## src/rtl/octagon_orbit_sprite.sv

```systemverilog
// Per-frame sprite motion controller: latched WASD velocity (MANUAL) or a
// continuous octagon traversal (ORBIT) with reversal, lap counting and recentre.
//
// state     | meaning
// ----------+---------------------------------------------------------
// ST_MANUAL | position advances by the latched WASD velocity
// ST_ORBIT  | position walks the octagon segments, one STEP per frame
module octagon_orbit_sprite #(
    parameter int X_CENTER = 320,
    parameter int Y_CENTER = 245,
    parameter int R        = 45,
    parameter int C        = 15,
    parameter int STEP     = 1,
    parameter int SIZE     = 8,
    parameter int X_MIN    = 0,
    parameter int X_MAX    = 639,
    parameter int Y_MIN    = 0,
    parameter int Y_MAX    = 479
) (
    input  logic       frame_clk,
    input  logic       Reset,
    input  logic       Run,
    input  logic [7:0] keycode,
    output logic [9:0] BallX,
    output logic [9:0] BallY,
    output logic [9:0] BallS,
    output logic       orbit_active,
    output logic [2:0] seg_idx,
    output logic [7:0] lap_count,
    output logic       lap_done
);

    localparam logic [9:0]        HOME_X = 10'(X_CENTER + C);
    localparam logic [9:0]        HOME_Y = 10'(Y_CENTER - R);
    localparam logic [9:0]        LEN_S  = 10'(2 * C / STEP);
    localparam logic [9:0]        LEN_D  = 10'((R - C) / STEP);
    localparam logic signed [10:0] S_STEP = 11'(STEP);
    localparam logic signed [10:0] S_SIZE = 11'(SIZE);
    localparam logic signed [10:0] S_XMIN = 11'(X_MIN);
    localparam logic signed [10:0] S_XMAX = 11'(X_MAX);
    localparam logic signed [10:0] S_YMIN = 11'(Y_MIN);
    localparam logic signed [10:0] S_YMAX = 11'(Y_MAX);

    typedef enum logic {ST_MANUAL = 1'b0, ST_ORBIT = 1'b1} state_t;

    state_t              r_state, w_state_nxt;
    logic [9:0]          r_x, r_y, w_x_nxt, w_y_nxt;
    logic signed [10:0]  r_mx, r_my, w_mx_nxt, w_my_nxt;
    logic                r_dir, w_dir_nxt;          // 0 = CCW, 1 = CW
    logic [2:0]          r_seg, w_seg_nxt, w_seg_fwd, w_seg_back;
    logic [9:0]          r_rem, w_rem_nxt, w_rem_rev;
    logic [7:0]          r_lap, w_lap_nxt;
    logic                r_lap_done, w_lap_done_nxt;
    logic [7:0]          r_prev_key;
    logic                r_edge_mask;
    logic                w_key_new, w_space_edge, w_rev_edge, w_key_wasd, w_oob;
    logic signed [10:0]  w_key_mx, w_key_my, w_dx, w_dy, w_sx, w_sy;

    function automatic logic [9:0] f_len(input logic [2:0] s);
        return s[0] ? LEN_D : LEN_S;
    endfunction

    function automatic logic signed [10:0] f_dx(input logic [2:0] s);
        case (s)
            3'd0, 3'd1, 3'd7: f_dx = -S_STEP;
            3'd3, 3'd4, 3'd5: f_dx = S_STEP;
            default:          f_dx = '0;
        endcase
    endfunction

    function automatic logic signed [10:0] f_dy(input logic [2:0] s);
        case (s)
            3'd1, 3'd2, 3'd3: f_dy = S_STEP;
            3'd5, 3'd6, 3'd7: f_dy = -S_STEP;
            default:          f_dy = '0;
        endcase
    endfunction

    function automatic logic [9:0] f_add(input logic [9:0] p, input logic signed [10:0] d);
        logic signed [10:0] t;
        t = $signed({1'b0, p}) + d;
        return t[9:0];
    endfunction

    // A key already held across reset must not register as an edge.
    assign w_key_new    = (keycode != r_prev_key) && !r_edge_mask;
    assign w_space_edge = w_key_new && (keycode == 8'h2C);
    assign w_rev_edge   = w_key_new && (keycode == 8'h15);

    always_comb begin
        w_key_wasd = 1'b1;
        w_key_mx   = '0;
        w_key_my   = '0;
        case (keycode)
            8'h04:   w_key_mx = -S_STEP;
            8'h07:   w_key_mx = S_STEP;
            8'h16:   w_key_my = S_STEP;
            8'h1A:   w_key_my = -S_STEP;
            default: w_key_wasd = 1'b0;
        endcase
    end

    assign w_sx  = $signed({1'b0, r_x});
    assign w_sy  = $signed({1'b0, r_y});
    assign w_oob = (w_sx + S_SIZE >= S_XMAX) || (w_sx - S_SIZE <= S_XMIN) ||
                   (w_sy + S_SIZE >= S_YMAX) || (w_sy - S_SIZE <= S_YMIN);

    assign w_dx       = r_dir ? -f_dx(r_seg) : f_dx(r_seg);
    assign w_dy       = r_dir ? -f_dy(r_seg) : f_dy(r_seg);
    assign w_seg_fwd  = r_dir ? r_seg - 3'd1 : r_seg + 3'd1;
    assign w_seg_back = r_dir ? r_seg + 3'd1 : r_seg - 3'd1;
    assign w_rem_rev  = f_len(r_seg) - r_rem;

    always_ff @(posedge frame_clk) begin
        if (Reset)    r_state <= ST_MANUAL;
        else if (Run) r_state <= w_state_nxt;
    end

    always_comb begin
        w_state_nxt = r_state;
        if (w_oob) begin
            w_state_nxt = ST_MANUAL;
        end else begin
            case (r_state)
                ST_MANUAL: if (w_space_edge) w_state_nxt = ST_ORBIT;
                ST_ORBIT:  if (w_key_wasd)   w_state_nxt = ST_MANUAL;
                default:   w_state_nxt = ST_MANUAL;
            endcase
        end
    end

    always_comb begin
        w_x_nxt        = r_x;
        w_y_nxt        = r_y;
        w_mx_nxt       = r_mx;
        w_my_nxt       = r_my;
        w_dir_nxt      = r_dir;
        w_seg_nxt      = r_seg;
        w_rem_nxt      = r_rem;
        w_lap_nxt      = r_lap;
        w_lap_done_nxt = 1'b0;
        if (w_oob) begin
            w_x_nxt  = HOME_X;
            w_y_nxt  = HOME_Y;
            w_mx_nxt = '0;
            w_my_nxt = '0;
        end else if (r_state == ST_MANUAL) begin
            if (w_space_edge) begin
                w_x_nxt   = HOME_X;
                w_y_nxt   = HOME_Y;
                w_mx_nxt  = '0;
                w_my_nxt  = '0;
                w_seg_nxt = r_dir ? 3'd7 : 3'd0;
                w_rem_nxt = r_dir ? LEN_D : LEN_S;
            end else begin
                if (w_key_wasd) begin
                    w_mx_nxt = w_key_mx;
                    w_my_nxt = w_key_my;
                end
                if (w_rev_edge) w_dir_nxt = ~r_dir;
                w_x_nxt = f_add(r_x, w_mx_nxt);
                w_y_nxt = f_add(r_y, w_my_nxt);
            end
        end else if (w_key_wasd) begin
            w_mx_nxt = w_key_mx;
            w_my_nxt = w_key_my;
            w_x_nxt  = f_add(r_x, w_key_mx);
            w_y_nxt  = f_add(r_y, w_key_my);
        end else if (w_rev_edge) begin
            w_dir_nxt = ~r_dir;
            if (w_rem_rev == '0) begin
                w_seg_nxt = w_seg_back;
                w_rem_nxt = f_len(w_seg_back);
            end else begin
                w_rem_nxt = w_rem_rev;
            end
        end else begin
            w_x_nxt = f_add(r_x, w_dx);
            w_y_nxt = f_add(r_y, w_dy);
            if (r_rem == 10'd1) begin
                w_seg_nxt = w_seg_fwd;
                w_rem_nxt = f_len(w_seg_fwd);
                if ((!r_dir && r_seg == 3'd7) || (r_dir && r_seg == 3'd0)) begin
                    w_lap_nxt      = r_lap + 8'd1;
                    w_lap_done_nxt = 1'b1;
                end
            end else begin
                w_rem_nxt = r_rem - 10'd1;
            end
        end
    end

    always_ff @(posedge frame_clk) begin
        if (Reset) begin
            r_x         <= HOME_X;
            r_y         <= HOME_Y;
            r_mx        <= '0;
            r_my        <= '0;
            r_dir       <= 1'b0;
            r_seg       <= 3'd0;
            r_rem       <= LEN_S;
            r_lap       <= '0;
            r_lap_done  <= 1'b0;
            r_prev_key  <= '0;
            r_edge_mask <= 1'b1;
        end else begin
            r_prev_key <= keycode;
            if (Run) begin
                r_x         <= w_x_nxt;
                r_y         <= w_y_nxt;
                r_mx        <= w_mx_nxt;
                r_my        <= w_my_nxt;
                r_dir       <= w_dir_nxt;
                r_seg       <= w_seg_nxt;
                r_rem       <= w_rem_nxt;
                r_lap       <= w_lap_nxt;
                r_lap_done  <= w_lap_done_nxt;
                r_edge_mask <= 1'b0;
            end
        end
    end

    always_comb begin
        BallX        = r_x;
        BallY        = r_y;
        BallS        = 10'(SIZE);
        orbit_active = (r_state == ST_ORBIT);
        seg_idx      = r_seg;
        lap_count    = r_lap;
        lap_done     = r_lap_done;
    end

endmodule
```

## config.mk

```make
export PLATFORM = sky130hd
export DESIGN_NAME = octagon_orbit_sprite
export DESIGN_NICKNAME = d
export VERILOG_FILES = /design/src/rtl/octagon_orbit_sprite.sv
export SDC_FILE = /design/constraint.sdc
export NUM_CORES = 1
export LEC_CHECK = 0
export ABC_AREA = 1
export CAP_MARGIN = 20
export CORE_ASPECT_RATIO = 0.7
export CORE_MARGIN = 2
export CORE_UTILIZATION = 50
export CTS_BUF_LIST = sky130_fd_sc_hd__clkbuf_4
export DETAILED_ROUTE_END_ITERATION = 16
export GPL_ROUTABILITY_DRIVEN = 1
export PLACE_DENSITY = 0.73
export SETUP_SLACK_MARGIN = 0.5
export SYNTH_ARGS = -nofsm -noshare
export SYNTH_HDL_FRONTEND = slang
export SYNTH_SLANG_ARGS = --single-unit
```

## constraint.sdc

```tcl
create_clock -name frame_clk -period 3 [get_ports frame_clk]
set_input_delay 0.6 -clock frame_clk [delete_from_list [all_inputs] [get_ports frame_clk]]
set_output_delay 0.6 -clock frame_clk [all_outputs]
set_load 0.02 [all_outputs]
```

# Yosys cells after proc, flatten, opt, wreduce, memory -nomap -nowiden
# Index checks and enable logic that the tools add are counted.
[totals]
regBits = 75
inputBits = 11
[classes]
n_addsub = 17
n_lt_le_gt_ge = 4
n_eq_ne = 20
mux = 60
bitwise = 5
n_reduce_logical = 24
[op_table]
columns = ["op", "count"]
rows = [
  ["$mux W10", 18],
  ["$mux W11", 14],
  ["$add A10 B10 Y10", 6],
  ["$pmux W11 S2", 2],
  ["$pmux W10 S2", 2],
  ["$mux W3", 9],
  ["$eq A8 B5 Y1 const B", 3],
  ["$add A10 B4 Y11 const B", 2],
  ["$le A11 B1 Y1 const B", 2],
  ["$sub A10 B4 Y11 const B", 2],
  ["$neg A10 Y10", 2],
  ["$eq A8 B3 Y1 const B", 2],
  ["$mux W1", 14],
  ["$eq A3 B3 Y1 const B", 4],
  ["$reduce_or A3 Y1", 4],
  ["$ge A11 B10 Y1 const B", 1],
  ["$ge A11 B11 Y1 const B", 1],
  ["$eq A10 B1 Y1 const B", 1],
  ["$logic_not A10 Y1", 1],
  ["$sub A10 B1 Y10 const B", 1],
  ["$sub A5 B10 Y10 const A", 1],
  ["$add A8 B1 Y8 const B", 1],
  ["$eq A8 B6 Y1 const B", 1],
  ["$ne A8 B8 Y1", 1],
  ["20 further kinds", 35],
]

# Longest topological paths before layout
[logic_depth]
depth_word = 11
depth_mapped = 24

# Worst setup path before layout
# No wires, ideal clock.
[synth_timing]
path_type = "input -> register"
startpoint = "input port keycode[6]"
endpoint = "register r_y[6], in the netlist BallY[6]"
t_arrival_ns = 2.897
required_ns = 2.867
setup_slack_ns = -0.030
cell_stages = 23
n_path_buf = 1
path_cell_list = "nor2_2 nand2_1 nor2_2 nand2_4 nand2_4 clkbuf_1 nor4_1 a21oi_1 ha_1 inv_1 fa_1 inv_1 nand3_1 nand2_1 nand2_1 nand2_1 a21oi_1 xor2_1 nand2_1 o21ai_0 nand2_1 nand2_1 nand3_1"
[synth_between]
elab_chain_cells = 11
elab_cells_between_ends = 25
[synth_lines]
columns = ["element", "line_no", "text"]
rows = [
  ["start: declaration", "23", "input logic [7:0] keycode,"],
  ["$eq A8 B5 Y1 / $eq A8 B3 Y1 (equally long branches)", "94", "case (keycode)"],
  ["$reduce_or A4 Y1 (no source line)", "-", ""],
  ["$mux W1", "94", ""],
  ["$mux W11", "-", ""],
  ["$mux W11", "148", "if (w_space_edge) begin"],
  ["$mux W11", "147", "end else if (r_state == ST_MANUAL) begin"],
  ["$mux W11", "142", "if (w_oob) begin"],
  ["$add A10 B10 Y10", "81", "t = $signed({1'b0, p}) + d;"],
  ["$mux W10", "148", ""],
  ["$mux W10", "147", ""],
  ["$mux W10", "142", ""],
  ["end signal: assignment", "210", "r_y <= w_y_nxt;"],
  ["end: declaration", "47", "logic [9:0] r_x, r_y, w_x_nxt, w_y_nxt;"],
]
# Several ways; a longest one is shown, not always the timed one. The select of a mux whose other input is x is not followed.
# A chain may end at the register's enable or synchronous reset.

# Final worst setup path
[layout_timing]
startpoint = "register r_seg[0], in the netlist seg_idx[0]"
endpoint = "register r_x[6], in the netlist BallX[6]"
[layout_between]
elab_chain_cells = 10
elab_cells_between_ends = 16
[layout_lines]
columns = ["element", "line_no", "text"]
rows = [
  ["start: declaration", "50", "logic [2:0] r_seg, w_seg_nxt, w_seg_fwd, w_seg_back;"],
  ["start signal: assignment", "214", "r_seg <= w_seg_nxt;"],
  ["$eq A3 B3 Y1 (tied with other cells)", "64", "case (s)"],
  ["$reduce_or A3 Y1", "64", ""],
  ["$pmux W10 S2 (*)", "64", ""],
  ["$neg A10 Y10", "108", "assign w_dx = r_dir ? -f_dx(r_seg) : f_dx(r_seg);"],
  ["$mux W10 (*)", "108", ""],
  ["$add A10 B10 Y10 (*)", "81", ""],
  ["$mux W10 (*)", "169", "end else if (w_rev_edge) begin"],
  ["$mux W10 (*)", "164", "end else if (w_key_wasd) begin"],
  ["$mux W10 (*)", "147", ""],
  ["$mux W10 (*)", "142", ""],
  ["end signal: assignment", "209", "r_x <= w_x_nxt;"],
  ["end: declaration", "47", ""],
]
# Every way passes the cells marked *; elsewhere a longest branch is shown, timed or not. The select of a mux whose other input is x is not followed.

==> impl_metrics.csv <==
group,metric,value,unit
route,vias,7412,
floorplanning,io_pins,54,
clock_network,tritoncts,"done",
timing,clock_skew,0.0210,ns
synth,synthArstFlopShare,0,
final_layout,syn2layout_area_growth,44.3,%
worst_setup_path,cpPeakStageDelay,0.43,ns
global_route,grt_usage,0.296,
timing,fin_hold_ws,0.411,ns
power_and_ir_drop,leakagePower,0.00430,uW
synth,syn_area_per_cell,6.48,sq um
status,outcome,"complete, no violations",
clock_network,htreeDepth,3,
global_route,overflow,0,
timing,fin_crit_sh,0.971,
place,place.gp.congestion,0.918,
route,drt_iter0_drc,691,
place,hpwlAfterDp,14800,um
power_and_ir_drop,switching_share,0.326,
floorplanning,row_count,34,
timing,rsz0062_at_grt,"yes",
floorplanning,die_area,14100,sq um
final_layout,multiInputGateArea,5320,sq um
synth,synth-seq-area-share,0.223,
route,routed_wl,21400,um
worst_setup_path,crit_fanout,5,
global_route,grt_pass1_vias,6902,
global_route,grt_first_pass_wirelength,33900,um
worst_setup_path,critPathCaptureType,"flop",
route,wl_met3,1700,um
route,routedWlPerCell,15.5,um
clock_network,clkLatencyLatePin,0.46,ns
synth,ys_ff_latch,73,
timing,fin_crit,2.91,ns
synth,yosysUniqueCellTypes,47,
final_layout,regArea,1470,sq um
power_and_ir_drop,p_seq_frac,0.448,
clock_network,cts_max_path_buffers,2,
flow_run,cap_violations,0,
hold_path,min_path_type,"in -> reg",
final_layout,n_antenna_cell,0,
final_layout,drive_above_1_share,0.326,
power_and_ir_drop,p_comb_frac,0.274,
timing,fmax,343,MHz
route,drtAntennaViolNets,0,
synth,synth_warnings,0,
final_layout,num-nets-final,1279,
clock_network,cts_sinks,73,
global_route,antenna_found_initial,0,
synth,yosys_most_used_dff,"dfxtp_1",
synth,synthCells,1013,
timing,relSlewSlack,0.554,
power_and_ir_drop,switching_power,742,uW
floorplanning,die_w,141,um
place,portBuffers,43,
route,wl_met2,9380,um
clock_network,clk_pin_slew,0.13,ns
timing,setup-violations-final,0,
clock_network,cts_root_buf,"clkbuf_4",
floorplanning,core_area,12600,sq um
timing,drv_slew,0,
route,vias_per_cell,5.39,
power_and_ir_drop,p_per_area,240,nW/um^2
floorplanning,start_util,0.519,
synth,syn-cell-area,6560,sq um
route,post-route-drc-count,0,
floorplanning,die_h,99.9,um
worst_setup_path,crit_path_start_kind,"flop",
timing,setup_tns,0,ns
timing,max_slew.worst_pin.slew,0.668,ns
power_and_ir_drop,peakVddDrop,0.194,mV
worst_setup_path,worstPathRequired,3.34,ns
worst_setup_path,worstPathArrival,3.25,ns
power_and_ir_drop,p_int,1530,uW
clock_network,cts_buffers,9,
route,top_layer,"met4",
global_route,grt_max_degree,49,
worst_setup_path,crit_slowest_cell,"dfxtp_4",
route,met1_length,9890,um
synth,synth_edf_count,0,
power_and_ir_drop,pwr-share-clk,0.278,
timing,finalHoldViolCount,0,
worst_setup_path,worstSetupPathType,"reg -> reg",
final_layout,num-fill-cells,963,
worst_setup_path,path_cells,"inv_4 > ha_4 > nor2_1 > nand2_1 > nand3_2 > nand2_2 > nand2_4 > inv_8 > buf_8 > fa_2 > nand3_2 > nand2_2 > nand2_2 > nand2_2 > a21oi_2 > xor2_1 > nand2_1 > o21ai_1 > nand2_1 > nand2_1 > nand3_1",
route,first_pass_iters,5,
Yosys cell counts, types with 3 or more instances:
library cell / number / share of area
buf_1: 4 / 0.0023
nand2_4: 3 / 0.0051
nor2_4: 4 / 0.0069
nor2_1: 112 / 0.064
nand2_1: 239 / 0.14
o22ai_1: 6 / 0.0057
a31oi_1: 4 / 0.0038
nor2_2: 9 / 0.0086
nand2_2: 7 / 0.0067
buf_6: 6 / 0.010
a22oi_1: 20 / 0.023
inv_1: 110 / 0.063
nand3b_1: 7 / 0.0080
o211ai_1: 5 / 0.0057
nand3_1: 71 / 0.054
o21bai_1: 4 / 0.0046
ha_1: 54 / 0.10
nand4_1: 22 / 0.021
inv_2: 10 / 0.0057
buf_2: 6 / 0.0046
xor2_1: 21 / 0.028
a21o_1: 3 / 0.0034
nand3_2: 6 / 0.0092
clkbuf_1: 9 / 0.0051
xnor2_1: 19 / 0.025
nor3_1: 10 / 0.0076
dfxtp_1: 73 / 0.22
o21ai_0: 59 / 0.045
fa_1: 4 / 0.012
o21ai_1: 3 / 0.0023
a21oi_1: 68 / 0.052
buf_4: 14 / 0.016
final timing paths:
kind	from	endpoint	slack (ns)	depth (start not counted)
max reg2reg	seg_idx[0]	BallX[6]	0.09	21
max	seg_idx[0]	BallX[6]	0.09	21
min reg2reg	r_mx[9]	r_mx[9]	0.47	2
min	keycode[4]	r_prev_key[4]	0.41	3
cell families after synthesis:
logic type               share of synthesized area
AND/OR/NAND/NOR                              0.344
AO/OA/AOI/OAI                                0.154
buffers and inverters                        0.110
flip-flops                                   0.223
adder cells (fa/ha/maj)                      0.115
XOR/XNOR                                    0.0534
other                                      0.00114
what timing repair did:
action | CTS | global route
hold buffers | 0 | 0
pin swaps | 45 | 56
setup buffers | 19 | 15
endpoints found under the setup margin | 27 | 30
gates resized for setup | 106 | 116
final cells by class:
class / count / share of cell area
flip-flops and latches: 73 / 0.156
multi-input cells: 785 / 0.562
clock inverters: 5 / 0.00608
repair buffers: 217 / 0.193
clock buffers: 10 / 0.00793
well taps: 162 / 0.0214
inverters: 124 / 0.0539
cell usage in the layout, fill, tap and decap left out, types with 19 or more instances in the layout:
| master | instances |
|---|---|
| a21oi_1 | 44 |
| a21oi_2 | 21 |
| a22oi_1 | 20 |
| buf_4 | 161 |
| clkdlybuf4s50_1 | 34 |
| dfxtp_1 | 69 |
| ha_1 | 20 |
| ha_4 | 29 |
| inv_1 | 94 |
| nand2_1 | 207 |
| nand2_2 | 30 |
| nand3_1 | 59 |
| nand4_1 | 22 |
| nor2_1 | 106 |
| o21ai_0 | 28 |
| o21ai_1 | 26 |
| xnor2_1 | 19 |
| xor2_1 | 20 |
worst max-delay path: cells and delay by family (launching register included):
kind	cells	cell delay, ns
AO/OA/AOI/OAI	2	0.23
adder cells (fa/ha/maj)	2	0.54
XOR/XNOR	1	0.15
flip-flops	1	0.43
AND/OR/NAND/NOR	13	1.17
buffers and inverters	3	0.26
metrics by stage:
step / setup slack (ns) / instances / util / total power, uW / instance area [sq um]
3_3_place_gp: -0.394 / 1327 / 0.663 / 1540 / 8370
5_1_grt: 0.00433 / 1376 / 0.750 / 2370 / 9470
2_1_floorplan: 0.157 / 1021 / - / 1350 / 6930
4_1_cts: 0.193 / 1361 / 0.713 / 2210 / 9010
6_report: 0.0865 / 1376 / 0.750 / 2270 / 9470
3_5_place_dp: -0.484 / 1327 / 0.663 / 1550 / 8370
sequential cells by signal (all words and copies together), names as in the netlist:
signal	flops
seg_idx	3
BallY	10
r_my	10
r_edge_mask	1
BallX	10
lap_count	8
orbit_active	1
r_prev_key	8
r_rem	10
r_dir	1
r_mx	10
lap_done	1
metal layers:
metal	GRT usage	vias up
li1	-	3718
met1	0.428	3380
met2	0.448	277
met3	0.0644	37
met4	0.0815	0
met5	0	-
power groups by stage:
stage | clock network (uW) | registers [uW] | logic [uW]
after global placement | 0 | 1040 | 503
after detailed placement | 0 | 1040 | 513
final | 632 | 1020 | 622
after floorplan | 0 | 1050 | 304
after CTS | 648 | 1020 | 548
after global routing | 677 | 1020 | 673
(Power assumes the default switching activity.)
